## config.mk

```make
export PLATFORM = sky130hd
export DESIGN_NAME = mem_arbiter_flat
export DESIGN_NICKNAME = d
export VERILOG_FILES = /design/src/rtl/mem_arbiter_if.sv /design/src/rtl/mem_arbiter.sv /design/src/flat_wrapper.sv
export SDC_FILE = /design/constraint.sdc
export NUM_CORES = 1
export LEC_CHECK = 0
export CORE_AREA = 2 2 197 199
export CTS_CLUSTER_DIAMETER = 100
export DETAILED_ROUTE_END_ITERATION = 10
export DIE_AREA = 0 0 199 201
export SYNTH_ARGS = -nofsm -noshare
export SYNTH_HDL_FRONTEND = slang
export SYNTH_SLANG_ARGS = --single-unit
```

## constraint.sdc

```tcl
create_clock -name clk -period 2.25 [get_ports clk]
set_input_delay 0.45 -clock clk [delete_from_list [all_inputs] [get_ports clk]]
set_output_delay 0.45 -clock clk [all_outputs]
set_load 0.02 [all_outputs]
```

## src/rtl/mem_arbiter_if.sv

```systemverilog
// Bus bundle between the fetch/data requesters, the arbiter and the memory port.
// slave = arbiter view, master = requester/memory environment view.
interface mem_arbiter_if #(
   parameter int ADDR_W = 64
);
   logic              ireq_valid;
   logic [ADDR_W-1:0] ireq_addr;
   logic              iresp_addr_ok;
   logic              iresp_data_ok;
   logic [31:0]       iresp_data;

   logic              dreq_valid;
   logic [ADDR_W-1:0] dreq_addr;
   logic [2:0]        dreq_size;
   logic [7:0]        dreq_strobe;
   logic [63:0]       dreq_data;
   logic              dresp_addr_ok;
   logic              dresp_data_ok;
   logic [63:0]       dresp_data;

   logic              mreq_valid;
   logic              mreq_is_write;
   logic [ADDR_W-1:0] mreq_addr;
   logic [2:0]        mreq_size;
   logic [7:0]        mreq_strobe;
   logic [63:0]       mreq_data;
   logic              mresp_ready;
   logic [63:0]       mresp_data;

   modport slave (
      input  ireq_valid, ireq_addr, dreq_valid, dreq_addr, dreq_size, dreq_strobe, dreq_data,
             mresp_ready, mresp_data,
      output iresp_addr_ok, iresp_data_ok, iresp_data, dresp_addr_ok, dresp_data_ok, dresp_data,
             mreq_valid, mreq_is_write, mreq_addr, mreq_size, mreq_strobe, mreq_data
   );

   modport master (
      output ireq_valid, ireq_addr, dreq_valid, dreq_addr, dreq_size, dreq_strobe, dreq_data,
             mresp_ready, mresp_data,
      input  iresp_addr_ok, iresp_data_ok, iresp_data, dresp_addr_ok, dresp_data_ok, dresp_data,
             mreq_valid, mreq_is_write, mreq_addr, mreq_size, mreq_strobe, mreq_data
   );
endinterface

```

## src/rtl/mem_arbiter.sv

```systemverilog
// Single-outstanding arbiter sharing one memory port between ibus and dbus; dbus-priority with
// bounded ibus starvation. Define MEM_ARBITER_PERF_EN to add grant/busy performance counters.
module mem_arbiter #(
   parameter int STARVE_LIMIT = 4,
   parameter int ADDR_W       = 64
) (
   input  logic          clk,
   input  logic          reset,
   mem_arbiter_if.slave  bus
`ifdef MEM_ARBITER_PERF_EN
   ,
   output logic [31:0]   perf_igrant,
   output logic [31:0]   perf_dgrant,
   output logic [31:0]   perf_busy_cycles
`endif
);
   localparam logic [1:0] S_IDLE = 2'd0;
   localparam logic [1:0] S_BUSY = 2'd1;
   localparam logic [1:0] S_DONE = 2'd2;
   localparam logic [3:0] LIMIT  = 4'(STARVE_LIMIT);

   logic [1:0]        state_q, state_d;
   logic [3:0]        starve_cnt_q, starve_cnt_d;
   logic              own_d_q, own_d_d;       // 1 when dbus owns the current transaction
   logic              is_write_q, is_write_d;
   logic [ADDR_W-1:0] addr_q, addr_d;
   logic [2:0]        size_q, size_d;
   logic [7:0]        strobe_q, strobe_d;
   logic [63:0]       wdata_q, wdata_d;
   logic [63:0]       rdata_q, rdata_d;

   logic idle, busy, done, grant_i, grant_d;

   assign idle    = (state_q == S_IDLE) && !reset;
   assign busy    = (state_q == S_BUSY);
   assign done    = (state_q == S_DONE) && !reset;
   assign grant_i = idle && bus.ireq_valid && (!bus.dreq_valid || starve_cnt_q == LIMIT);
   assign grant_d = idle && bus.dreq_valid && !grant_i;

   always_comb begin
      state_d      = state_q;
      starve_cnt_d = starve_cnt_q;
      own_d_d      = own_d_q;
      is_write_d   = is_write_q;
      addr_d       = addr_q;
      size_d       = size_q;
      strobe_d     = strobe_q;
      wdata_d      = wdata_q;
      rdata_d      = rdata_q;
      case (state_q)
         S_IDLE: begin
            if (grant_i) begin
               state_d      = S_BUSY;
               starve_cnt_d = 4'd0;
               own_d_d      = 1'b0;
               is_write_d   = 1'b0;
               addr_d       = bus.ireq_addr;
               size_d       = 3'd2;
               strobe_d     = 8'd0;
               wdata_d      = 64'd0;
            end else if (grant_d) begin
               state_d      = S_BUSY;
               // Only grants that actually pass over a waiting fetch count toward starvation.
               if (bus.ireq_valid)
                  starve_cnt_d = (starve_cnt_q == LIMIT) ? LIMIT : starve_cnt_q + 4'd1;
               else
                  starve_cnt_d = 4'd0;
               own_d_d      = 1'b1;
               is_write_d   = |bus.dreq_strobe;
               addr_d       = bus.dreq_addr;
               size_d       = bus.dreq_size;
               strobe_d     = bus.dreq_strobe;
               wdata_d      = bus.dreq_data;
            end
         end
         S_BUSY: begin
            if (bus.mresp_ready) begin
               state_d = S_DONE;
               rdata_d = bus.mresp_data;
            end
         end
         S_DONE:  state_d = S_IDLE;
         default: state_d = S_IDLE;
      endcase
   end

   always_ff @(posedge clk) begin
      if (reset) begin
         state_q      <= S_IDLE;
         starve_cnt_q <= 4'd0;
         own_d_q      <= 1'b0;
         is_write_q   <= 1'b0;
         addr_q       <= '0;
         size_q       <= 3'd0;
         strobe_q     <= 8'd0;
         wdata_q      <= 64'd0;
         rdata_q      <= 64'd0;
      end else begin
         state_q      <= state_d;
         starve_cnt_q <= starve_cnt_d;
         own_d_q      <= own_d_d;
         is_write_q   <= is_write_d;
         addr_q       <= addr_d;
         size_q       <= size_d;
         strobe_q     <= strobe_d;
         wdata_q      <= wdata_d;
         rdata_q      <= rdata_d;
      end
   end

   assign bus.iresp_addr_ok = grant_i;
   assign bus.dresp_addr_ok = grant_d;

   assign bus.mreq_valid    = busy;
   assign bus.mreq_is_write = busy & is_write_q;
   assign bus.mreq_addr     = busy ? addr_q   : '0;
   assign bus.mreq_size     = busy ? size_q   : 3'd0;
   assign bus.mreq_strobe   = busy ? strobe_q : 8'd0;
   assign bus.mreq_data     = busy ? wdata_q  : 64'd0;

   assign bus.iresp_data_ok = done & !own_d_q;
   assign bus.dresp_data_ok = done &  own_d_q;
   assign bus.iresp_data    = !bus.iresp_data_ok ? 32'd0 :
                              (addr_q[2] ? rdata_q[63:32] : rdata_q[31:0]);
   assign bus.dresp_data    = bus.dresp_data_ok ? rdata_q : 64'd0;

`ifdef MEM_ARBITER_PERF_EN
   logic [31:0] perf_igrant_q, perf_igrant_d;
   logic [31:0] perf_dgrant_q, perf_dgrant_d;
   logic [31:0] perf_busy_q, perf_busy_d;

   always_comb begin
      perf_igrant_d = perf_igrant_q + {31'd0, grant_i};
      perf_dgrant_d = perf_dgrant_q + {31'd0, grant_d};
      perf_busy_d   = perf_busy_q   + {31'd0, busy};
   end

   always_ff @(posedge clk) begin
      if (reset) begin
         perf_igrant_q <= 32'd0;
         perf_dgrant_q <= 32'd0;
         perf_busy_q   <= 32'd0;
      end else begin
         perf_igrant_q <= perf_igrant_d;
         perf_dgrant_q <= perf_dgrant_d;
         perf_busy_q   <= perf_busy_d;
      end
   end

   assign perf_igrant      = perf_igrant_q;
   assign perf_dgrant      = perf_dgrant_q;
   assign perf_busy_cycles = perf_busy_q;
`endif
endmodule

```

## src/flat_wrapper.sv

```systemverilog
// flat-port wrapper written by rule: the top's interface ports become plain ports
module mem_arbiter_flat 
#(
   parameter int STARVE_LIMIT = 4,
   parameter int ADDR_W       = 64
)
  (clk, reset, bus_ireq_valid, bus_ireq_addr, bus_dreq_valid, bus_dreq_addr, bus_dreq_size, bus_dreq_strobe, bus_dreq_data, bus_mresp_ready, bus_mresp_data, bus_iresp_addr_ok, bus_iresp_data_ok, bus_iresp_data, bus_dresp_addr_ok, bus_dresp_data_ok, bus_dresp_data, bus_mreq_valid, bus_mreq_is_write, bus_mreq_addr, bus_mreq_size, bus_mreq_strobe, bus_mreq_data);
  mem_arbiter_if #(.ADDR_W(ADDR_W)) bus_i ();
  input  logic clk;
  input  logic reset;
  input wire logic [$bits(bus_i.ireq_valid)-1:0] bus_ireq_valid;
  input wire logic [$bits(bus_i.ireq_addr)-1:0] bus_ireq_addr;
  input wire logic [$bits(bus_i.dreq_valid)-1:0] bus_dreq_valid;
  input wire logic [$bits(bus_i.dreq_addr)-1:0] bus_dreq_addr;
  input wire logic [$bits(bus_i.dreq_size)-1:0] bus_dreq_size;
  input wire logic [$bits(bus_i.dreq_strobe)-1:0] bus_dreq_strobe;
  input wire logic [$bits(bus_i.dreq_data)-1:0] bus_dreq_data;
  input wire logic [$bits(bus_i.mresp_ready)-1:0] bus_mresp_ready;
  input wire logic [$bits(bus_i.mresp_data)-1:0] bus_mresp_data;
  output wire logic [$bits(bus_i.iresp_addr_ok)-1:0] bus_iresp_addr_ok;
  output wire logic [$bits(bus_i.iresp_data_ok)-1:0] bus_iresp_data_ok;
  output wire logic [$bits(bus_i.iresp_data)-1:0] bus_iresp_data;
  output wire logic [$bits(bus_i.dresp_addr_ok)-1:0] bus_dresp_addr_ok;
  output wire logic [$bits(bus_i.dresp_data_ok)-1:0] bus_dresp_data_ok;
  output wire logic [$bits(bus_i.dresp_data)-1:0] bus_dresp_data;
  output wire logic [$bits(bus_i.mreq_valid)-1:0] bus_mreq_valid;
  output wire logic [$bits(bus_i.mreq_is_write)-1:0] bus_mreq_is_write;
  output wire logic [$bits(bus_i.mreq_addr)-1:0] bus_mreq_addr;
  output wire logic [$bits(bus_i.mreq_size)-1:0] bus_mreq_size;
  output wire logic [$bits(bus_i.mreq_strobe)-1:0] bus_mreq_strobe;
  output wire logic [$bits(bus_i.mreq_data)-1:0] bus_mreq_data;
  assign bus_i.ireq_valid = bus_ireq_valid;
  assign bus_i.ireq_addr = bus_ireq_addr;
  assign bus_i.dreq_valid = bus_dreq_valid;
  assign bus_i.dreq_addr = bus_dreq_addr;
  assign bus_i.dreq_size = bus_dreq_size;
  assign bus_i.dreq_strobe = bus_dreq_strobe;
  assign bus_i.dreq_data = bus_dreq_data;
  assign bus_i.mresp_ready = bus_mresp_ready;
  assign bus_i.mresp_data = bus_mresp_data;
  assign bus_iresp_addr_ok = bus_i.iresp_addr_ok;
  assign bus_iresp_data_ok = bus_i.iresp_data_ok;
  assign bus_iresp_data = bus_i.iresp_data;
  assign bus_dresp_addr_ok = bus_i.dresp_addr_ok;
  assign bus_dresp_data_ok = bus_i.dresp_data_ok;
  assign bus_dresp_data = bus_i.dresp_data;
  assign bus_mreq_valid = bus_i.mreq_valid;
  assign bus_mreq_is_write = bus_i.mreq_is_write;
  assign bus_mreq_addr = bus_i.mreq_addr;
  assign bus_mreq_size = bus_i.mreq_size;
  assign bus_mreq_strobe = bus_i.mreq_strobe;
  assign bus_mreq_data = bus_i.mreq_data;
  mem_arbiter #(.STARVE_LIMIT(STARVE_LIMIT), .ADDR_W(ADDR_W)) u_core (.clk(clk), .reset(reset), .bus(bus_i));
endmodule
```

# Yosys cells after proc, flatten, opt, wreduce, memory -nomap -nowiden
# Index checks and enable logic that the tools add are counted.
# totals
register_bits	211
latchBits	0
ram_bits	0
romBits	0
input_bits	272
output_inout_bits	241
elab_cells	62
mem_count	0
# classes
add_sub_neg	1
multipliers	0
n_div	0
magnitude_cmp	0
n_eq_ne	5
n_shift	0
muxes	27
bitwise	3
reduce_logical	17
# ops
operator	n
64-bit two-way mux	7
32-bit two-way mux	2
8-bit two-way mux	3
4-bit two-way mux	4
3-bit two-way mux	3
8-bit OR reduction	1
1-bit logical AND	6
2-bit two-way mux	3
2-bit AND reduction	3
4-bit by 1-bit adder with 4-bit output (second input constant)	1
4-bit by 3-bit == test with 1-bit output (second input constant)	1
1-bit logical NOT	4
1-bit two-way mux	4
2-bit one-hot mux with 2 select lines	1
1-bit AND	3
3-bit by 2-bit inequality test with 1-bit output (second input constant)	1
2-bit by 1-bit == test with 1-bit output (second input constant)	1
2-bit == test (second input constant)	1
2-bit logical NOT	1
2-bit inequality test (second input constant)	1
2-bit nonzero test	1
1-bit logical OR	1

# Depth between registers and ports, before layout
# logic_depth
word_depth	9
depth_mapped	8
depth_no_buf	6

# Worst setup path before layout
# Ideal clock, no wire load.
# synth_path
kind	reg-to-output
startpoint	register u_core.state_q[0]
endpoint	output port bus_iresp_data[10]
t_arrival_ps	1551
required_time_ps	1800
slack_ps	249
stages_incl_launch_ff	6
path_buffers	3
cell_sequence	dfxtp_1 > buf_2 > or4b_1 > clkbuf_1 > buf_2 > nor2_1
# synth_between
elab_chain_len	4
# synth_lines
item	line	source
from (decl)	mem_arbiter.sv:22	logic [1:0] state_q, state_d;
from (signal assigned)	mem_arbiter.sv:99	state_q <= state_d;
2-bit == test	mem_arbiter.sv:36	assign done = (state_q == S_DONE) && !reset;
1-bit logical AND	mem_arbiter.sv:36	
1-bit AND	mem_arbiter.sv:121	assign bus.iresp_data_ok = done & !own_d_q;
32-bit two-way mux	mem_arbiter.sv:123	assign bus.iresp_data = !bus.iresp_data_ok ? 32'd0 :
to (decl)	flat_wrapper.sv:22	output wire logic [$bits(bus_i.iresp_data)-1:0] bus_iresp_data;
# Every way passes these cells.

# Worst setup path after layout
# layout_path
startpoint	register u_core.state_q[0]
endpoint	output port bus_iresp_data_ok
# layout_between
elab_chain_len	3
# layout_lines
item	line	source
2-bit == test	mem_arbiter.sv:36	
1-bit logical AND	mem_arbiter.sv:36	
1-bit AND	mem_arbiter.sv:121	
to (decl)	flat_wrapper.sv:21	output wire logic [$bits(bus_i.iresp_data_ok)-1:0] bus_iresp_data_ok;
# Every way passes these cells.

==> results.json <==
{
  "crit_path_start_kind": "flip-flop",
  "die_w_um": 199,
  "busiest_layer": "met2",
  "slew_headroom_pct": 47.6,
  "clock_path_buffers": 3,
  "io_pins": 513,
  "final_antenna_net_count": 0,
  "cts_buffers": 26,
  "fin_nets": 1936,
  "endpoint_kind": "output port",
  "ys_seq_area_share_pct": 41.8,
  "cts_sinks": 211,
  "numPortBuffers": 512,
  "post-route-period-util_pct": 110,
  "synth_seq_cells": 211,
  "worst-path-max-fanout": 33,
  "grt_max_degree": 67,
  "p_per_area_nw_per_um2": 622,
  "seqCellArea_um2": 4230,
  "first_global_vias": 10600,
  "dpl_cell_area_um2": 16000,
  "finalMaxSlewViolations": 0,
  "finish.instance_area_um2": 16600,
  "drt_pass1_iterations": 5,
  "insertion_delay_ps": 550,
  "wl_per_cell_um": 18.8,
  "yosysWarnings": 0,
  "use_met3_pct": 4.64,
  "fin_ws_ps": -218,
  "netlist_area_um2": 10100,
  "skew_ps": 24.5,
  "setup_violations": 231,
  "cap_violations": 0,
  "grt_pass1_wl_mm": 61.9,
  "synth_edf_count": 0,
  "clock-root-buffer": "clkbuf_16",
  "vdd_drop_max_mv": 0.385,
  "grt_usage_pct": 19.5,
  "wl_mm": 41.3,
  "final_layout_size_suffix_gt1_share_pct": 21.5,
  "dr_total_vias": 10900,
  "synthArstFlopShare_pct": 0,
  "dp_hpwl_mm": 28.3,
  "multiInputGateArea_um2": 5270,
  "p_leak_nw": 6.58,
  "cts_tree": "yes",
  "placeableCoreArea_um2": 38100,
  "syn_to_final_growth_pct": 64.4,
  "synth_fp_nets": 1460,
  "htreeDepth": 1,
  "die_h_um": 201,
  "required_ps": 1800,
  "avgSynthCellArea_um2": 8.53,
  "synth_cell_types": 43,
  "critical_path_arrival_ps": 2020,
  "tightest_slew_ps": 785,
  "rsz0062_at_grt": "yes",
  "path_class": "flip-flop to output port",
  "synth_ff_type": "dfxtp_1",
  "drc_errors": 0,
  "fmax_mhz": 405,
  "vias_per_cell": 4.94,
  "rows": 72,
  "initialDrtViolationCount": 536,
  "clkTransAtPathRegs_ps": 60,
  "stdcell_count": 2197,
  "gp_congestion": 0.819,
  "status": "finished with violations",
  "grtUsageMet2_pct": 32.0,
  "start_util_pct": 26.5,
  "cts-hold-fix-buffers": 0,
  "finalHoldViolCount": 0,
  "dieArea_um2": 40000,
  "finalWorstPathRequiredPeriod_ps": 2470,
  "antenna_found_initial": 1,
  "crit_chain": "or4b_4 > buf_12 > inv_1 > dlygate4sd2_1",
  "final_util_pct": 43.6,
  "final.setup.tns_ps": -22100,
  "dpl.cell_count": 2142,
  "power_mw": 10.3,
  "holdCritPathClass": "input port to flip-flop",
  "cpPeakStageDelay_ps": 530,
  "gr-total-overflow": 0,
  "crit_slowest_cell": "or4b_4",
  "violations": "negative setup slack",
  "num-fill-cells": 3862,
  "grt.met1_usage_pct": 24.7,
  "syn_inst": 1186
}
-- kinds of logic (layout without fill, tap and decap cells) --
| group | Yosys count | in the layout | share of synthesized area, % |
|---|---|---|---|
| AOI/OAI and AO/OA | 343 | 343 | 24.0 |
| adders and majority gates | 2 | 2 | 0.247 |
| buffers and inverters | 141 | 633 | 6.96 |
| DFF | 211 | 211 | 41.8 |
| muxes | 32 | 32 | 3.17 |
| other | 0 | 1 | 0 |
| and+or+nand+nor | 457 | 457 | 23.8 |
-- cells in the mapped netlist, types with 2 or more instances --
cell	n	share of area (%)
buf_2	31	1.5
nand2_1	129	4.8
buf_1	16	0.59
o211ai_1	66	4.9
a21o_1	2	0.15
nor2b_1	2	0.12
and3b_1	2	0.17
ha_1	2	0.25
nand3_1	64	3.2
inv_1	7	0.26
buf_4	3	0.22
buf_6	9	1.0
mux2i_1	32	3.2
nor2_1	38	1.4
a22o_1	75	6.5
a21oi_1	130	6.4
nand4_1	2	0.12
dfxtp_1	211	42
a311oi_1	64	5.5
nor4_1	2	0.12
buf_8	5	0.74
nand4b_1	3	0.26
and2_1	204	13
clkbuf_1	68	2.5
-- stage by stage --
step | worst slack (ps) | hold slack [ps]
3_3_place_gp | -372 | 448
3_5_place_dp | -358 | 446
2_1_floorplan | 249 | 434
5_1_grt | -286 | 83.8
4_1_cts | -320 | 66.6
6_report | -218 | 102
-- cell type report --
type                       instances  area share (%)
timing repair buffer             580            33.9
multi-input combinational        834            31.7
sequential                       211            25.4
clock buffer                      40            4.53
tap                              518            3.90
clock inverter                     4           0.338
inverter                           9           0.233
antenna                            1          0.0150
-- routing by layer --
metal / up-vias / routed length [um]
met2: 442 / 19200
met5: - / 0
met4: 0 / 1410
met1: 5170 / 17300
li1: 5168 / -
met3: 79 / 3410
-- critical path: cells and delay by family, from the launching register on --
kind                   cells  cell delay (ps)
buffers and inverters      3              560
AND/OR/NAND/NOR            1              530
flip-flops                 1              350
-- placed cells by master (no fill, tap or decap), types with 2 or more instances in the layout --
master,n
clkdlybuf4s50_1,269
dfxtp_1,209
and2_1,192
nand2_1,129
a21oi_1,129
buf_4,128
a22o_1,75
o211ai_1,66
nand3_1,64
a311oi_1,64
buf_6,45
clkbuf_2,45
nor2_1,38
clkdlybuf4s15_2,34
mux2i_1,32
buf_12,27
clkbuf_16,26
dlygate4sd2_1,16
and2_4,12
clkbuf_1,9
buf_2,9
inv_1,6
clkbuf_8,5
buf_16,4
nand4b_1,3
inv_2,2
and3b_2,2
a21o_1,2
nand4_1,2
nor4_1,2
clkinv_2,2
clkbuf_4,2
-- sequential cells by signal, indices dropped and copies added, names as in the netlist --
name	count
u_core.wdata_q	64
u_core.addr_q	64
u_core.state_q	2
u_core.starve_cnt_q	4
u_core.own_d_q	1
u_core.strobe_q	8
u_core.is_write_q	1
u_core.rdata_q	64
u_core.size_q	3
-- worst paths after layout --
path | start | end | slack (ps) | cells past startpoint
setup / recovery | u_core.state_q[0] | bus_iresp_data_ok | -220 | 4
hold / removal | reset | u_core.state_q[1] | 100 | 2
setup reg to reg | u_core.starve_cnt_q[1] | u_core.addr_q[26] | 20 | 7
hold reg to reg | u_core.rdata_q[0] | u_core.rdata_q[0] | 460 | 2
-- power by group --
part | switching, mW | internal (mW)
logic | 1.04 | 1.12
clock network | 1.62 | 2.40
registers | 0.152 | 4.02
-- timing repair --
item | 4_1_cts | 5_1_grt
endpoints found under the hold margin | 0 | 0
buffers inserted | 4 | 2
pin swaps | 1 | 5
cloned | 4 | 0
endpoints found under the setup margin | 241 | 267
gates resized for setup | 662 | 388
No activity file was read; power rests on OpenSTA's default activity.
